===== src/rtl/uart_rx.sv =====
// uart_rx: 8N1 serial receiver with a two-flop input synchronizer.
// It samples each bit at mid-bit and delivers bytes through a one-entry
// holding register. Reports stop-bit framing errors and dropped bytes.
//
// Handshake: valid stays high while the holding register contains an
// unacknowledged byte. The transfer completes on any rising clock edge
// where valid && ack. ack is ignored while valid is low. A byte that
// completes in the same cycle as an ack replaces the accepted byte, and
// valid stays high.
module uart_rx #(
  parameter int CLKS_PER_BIT = 16
) (
  input  logic       clock,
  input  logic       reset,
  input  logic       rx,
  output logic [7:0] data,
  output logic       valid,
  input  logic       ack,
  output logic       frame_err,
  output logic       overrun,
  output logic [2:0] state_dbg
);

  localparam int CW = $clog2(CLKS_PER_BIT);
  localparam logic [CW-1:0] HALF_M1 = CW'(CLKS_PER_BIT / 2 - 1);
  localparam logic [CW-1:0] FULL_M1 = CW'(CLKS_PER_BIT - 1);

  typedef enum logic [2:0] {
    S_IDLE  = 3'd0,
    S_START = 3'd1,
    S_DATA  = 3'd2,
    S_STOP  = 3'd3,
    S_BREAK = 3'd4
  } state_t;

  state_t          state_q, state_d;
  logic [CW-1:0]   cnt_q, cnt_d;
  logic [2:0]      bit_q, bit_d;
  logic [7:0]      shift_q, shift_d;
  logic [7:0]      data_q, data_d;
  logic            valid_q, valid_d;
  logic            frame_err_q, frame_err_d;
  logic            overrun_q, overrun_d;
  logic            rx_meta_q, rx_s_q;

  // Two-flop synchronizer. It resets to the idle-high line level.
  always_ff @(posedge clock or posedge reset) begin
    if (reset) begin
      rx_meta_q <= 1'b1;
      rx_s_q    <= 1'b1;
    end else begin
      rx_meta_q <= rx;
      rx_s_q    <= rx_meta_q;
    end
  end

  // Next-state, bit timing, shifting and holding-register logic.
  always_comb begin
    state_d     = state_q;
    cnt_d       = cnt_q + CW'(1);
    bit_d       = bit_q;
    shift_d     = shift_q;
    data_d      = data_q;
    valid_d     = valid_q;
    frame_err_d = 1'b0;
    overrun_d   = overrun_q;

    // The consumer takes the byte. A load in the STOP branch below can override this.
    if (valid_q && ack) begin
      valid_d   = 1'b0;
      overrun_d = 1'b0;
    end

    case (state_q)
      S_IDLE: begin
        cnt_d = '0;
        if (!rx_s_q) state_d = S_START;
      end
      S_START: begin
        if (cnt_q == HALF_M1) begin
          cnt_d = '0;
          if (!rx_s_q) begin
            state_d = S_DATA;
            bit_d   = 3'd0;
          end else begin
            state_d = S_IDLE;
          end
        end
      end
      S_DATA: begin
        if (cnt_q == FULL_M1) begin
          cnt_d   = '0;
          shift_d = {rx_s_q, shift_q[7:1]};
          bit_d   = bit_q + 3'd1;
          if (bit_q == 3'd7) state_d = S_STOP;
        end
      end
      S_STOP: begin
        if (cnt_q == FULL_M1) begin
          cnt_d = '0;
          if (rx_s_q) begin
            state_d = S_IDLE;
            if (!valid_q || ack) begin
              data_d  = shift_q;
              valid_d = 1'b1;
            end else begin
              overrun_d = 1'b1;
            end
          end else begin
            frame_err_d = 1'b1;
            state_d     = S_BREAK;
          end
        end
      end
      S_BREAK: begin
        // A held-low line must not look like a fresh start bit.
        cnt_d = '0;
        if (rx_s_q) state_d = S_IDLE;
      end
      default: begin
        cnt_d   = '0;
        state_d = S_IDLE;
      end
    endcase
  end

  // State and datapath registers.
  always_ff @(posedge clock or posedge reset) begin
    if (reset) begin
      state_q     <= S_IDLE;
      cnt_q       <= '0;
      bit_q       <= 3'd0;
      shift_q     <= 8'h00;
      data_q      <= 8'h00;
      valid_q     <= 1'b0;
      frame_err_q <= 1'b0;
      overrun_q   <= 1'b0;
    end else begin
      state_q     <= state_d;
      cnt_q       <= cnt_d;
      bit_q       <= bit_d;
      shift_q     <= shift_d;
      data_q      <= data_d;
      valid_q     <= valid_d;
      frame_err_q <= frame_err_d;
      overrun_q   <= overrun_d;
    end
  end

  assign data      = data_q;
  assign valid     = valid_q;
  assign frame_err = frame_err_q;
  assign overrun   = overrun_q;
  assign state_dbg = state_q;

endmodule


===== config.mk =====
export PLATFORM = sky130hd
export DESIGN_NAME = uart_rx
export DESIGN_NICKNAME = d
export VERILOG_FILES = /design/src/rtl/uart_rx.sv
export SDC_FILE = /design/constraint.sdc
export NUM_CORES = 1
export LEC_CHECK = 0
export ABC_AREA = 1
export BUFFER_PORTS_ARGS = -buffer_cell sky130_fd_sc_hd__buf_2
export CORE_AREA = 3 3 58 60
export CTS_CLUSTER_DIAMETER = 200
export DETAILED_ROUTE_END_ITERATION = 8
export DIE_AREA = 0 0 61 63
export PLACE_DENSITY = 0.79
export SKIP_CTS_REPAIR_TIMING = 1
export SLEW_MARGIN = 5
export SYNTH_ARGS = -nofsm -noshare
export SYNTH_HDL_FRONTEND = slang
export SYNTH_SLANG_ARGS = --single-unit

===== constraint.sdc =====
create_clock -name clock -period 1.6 [get_ports clock]
set_clock_uncertainty 0.1 [all_clocks]
set_input_delay 0.4 -clock clock [delete_from_list [all_inputs] [get_ports clock]]
set_output_delay 0.4 -clock clock [all_outputs]
set_load 0.1 [all_outputs]

==> metrics <==
initial antenna violation count 0; Reg clk slew, reported paths 0.10 ns; fraction of layout cells with a size suffix above 1 30.5%; WP data arrival 1.09 ns; minimum clock period 1.59 ns; power per cell area 1220 nW/um^2; Die Width 61 um; CTS tree built; global-route wire length before repair 4350 um; drt initial violations 42; register area share after synthesis 54.9%; Pleak 0.835 nW; vias 1050; post-synthesis net count 158; fillers 241; # IOs 18; Post-Synthesis Cells 151; Setup CP Type reg2out; IO Port Bufs 17; Hold Fails Final Rpt 0; clk buf depth 2; Inst Count DP 200; Root Buffer clkbuf_4; die height 63 um; relative slew slack 75.0%; crit start category register; Via density 5.00; number of warning messages in the yosys log 0; CTS Sinks 31; final cell count without fillers 210; most common cell in the netlist nand2_1; Worst VDD drop 0.477 mV; H-tree depth 2; dominant synthesized flop cell dfrtp_1; WL/cell 11.9 um; Starting Density 47.6%; worst-path cell with the longest stage delay dfrtp_4; Critical Path Fanout Max 8; Worst Hold Class in2async; worst path cell trace buf_12; global route overflow 0; largest cells by area after synthesis dfrtp_1 51%, nand2_1 9.5%, inv_1 5.3%; reg2reg start cnt_q[0]; Mapped Avg Cell Area 9.39 um^2; CP max stage delay 0.56 ns; clock latency on the worst-skew pair 0.33 ns; Final Core Density 58.4%; dpl hpwl 1790 um; Power Total 0.00213 W; flop and latch count out of synthesis 31; WP data required 1.10 ns; Buffers & Inverters on Critical Path 1; largest net degree at the start of global routing 32; gpl congestion 0.829; EDFF count, synth 0; setup ws final 0.0141 ns; Post-synth top cells 36 x nand2_1, 29 x dfrtp_1, 20 x inv_1; Critical Path End Type output port; ys async rst share 100%; post-synth top area cell dfrtp_1; fin crit share 99.1%; Area growth syn-to-layout 22.7%; Unique masters post-synth 22; MaxCap Viol Count 0; antenna viol nets, final 0; # diodes 0; worst setup slack after placement -0.00633 ns; Top Family by Delay on Critical Path flip-flops; vias in the first global route 1004; status finished, final reports clean; Num CTS Buffers 5; mapped cell area 1420 um^2; Core Rows 20; unrepaired setup endpoints after global routing yes; Yosys top cell area share 51.2%; Residual DRC 0; r2r setup slk 0.13 ns; slew of the pin with the lowest slew margin 0.374 ns; core area 2980 um^2; R2R cell count 7; Net count, final 183; Total Wirelength 2500 um; Pre-antenna DRT Iters 4; global-route total usage across every layer 15.2%; FMAX 631 MHz; Reg-to-Reg End data[4]; Setup violations, final 0; die area 3840 um^2; Pins Over Slew Limit 0
## final cells by class
cell class | instances | area [um^2] | share of cell area [%]
sequential | 31 | 791 | 45.5
timing repair buffer | 21 | 238 | 13.7
clock buffer | 6 | 41.3 | 2.37
inverter | 21 | 78.8 | 4.53
multi-input combinational | 96 | 537 | 30.9
clock inverter | 2 | 12.5 | 0.719
tap | 33 | 41.3 | 2.37
## cells by family after synthesis
kind of cell / Yosys count / synth area share [%]
xor+xnor: 1 / 0.618
flops: 31 / 54.9
buf+inv: 24 / 7.94
fa+ha+maj: 3 / 2.65
compound gates: 21 / 9.62
simple gates: 71 / 24.3
## how the worst max path moves through the flow
stage | start | end | cells past startpoint | slack [ns]
floorplan | state_dbg[2] | shift_q[5] | 6 | -0.02
global placement | cnt_q[0] | data[6] | 6 | 0.08
detailed placement | cnt_q[0] | data[6] | 6 | -0.006
CTS | data[4] | data[4] | 1 | -0.07
global route | state_dbg[2] | state_dbg[2] | 1 | -0.04
finish | state_dbg[2] | state_dbg[2] | 1 | 0.01
## layout by cell type, fill, tap and decap left out, drive strengths merged
cell      count
buf          13
clkbuf       14
nor3b         1
o22ai         1
clkinv        1
dfrtp        29
dfstp         2
a21oi         3
nand3        11
xor2          1
nand4         2
o21ai        17
nor2         17
nand2        40
clkinvlp      1
inv          21
ha            3
## metal layers
layer	vias to the layer above	routed length (um)	GRT usage (%)
li1	520	-	-
met1	500	1110	19.2
met2	25	1220	22.9
met3	5	134	6.61
met4	0	42	5.69
met5	-	0	0
## power by group
| part | internal, W | total (W) | leakage [nW] | switching, W |
|---|---|---|---|---|
| registers | 0.000870 | 0.000981 | 0.412 | 0.000111 |
| logic | 0.000248 | 0.000709 | 0.395 | 0.000461 |
| clock network | 0.000169 | 0.000440 | 0.0282 | 0.000270 |
## state kept, by name, indices dropped and copies added (netlist names)
signal	flops
cnt_q	4
bit_q	3
overrun	1
frame_err	1
state_dbg	3
rx_s_q	1
rx_meta_q	1
data	8
shift_q	8
valid	1
## stage by stage
step / setup TNS, ns / hold WS [ns] / cell area, um^2
after floorplan: -0.0323 / 0.245 / 1440
after global placement: 0 / 0.248 / 1630
after detailed placement: -0.00633 / 0.250 / 1630
after CTS: -0.494 / 0.0176 / 1680
after global routing: -0.0416 / 0.0213 / 1740
final: 0 / 0.0189 / 1740
No activity file was read; power rests on OpenSTA's default activity.
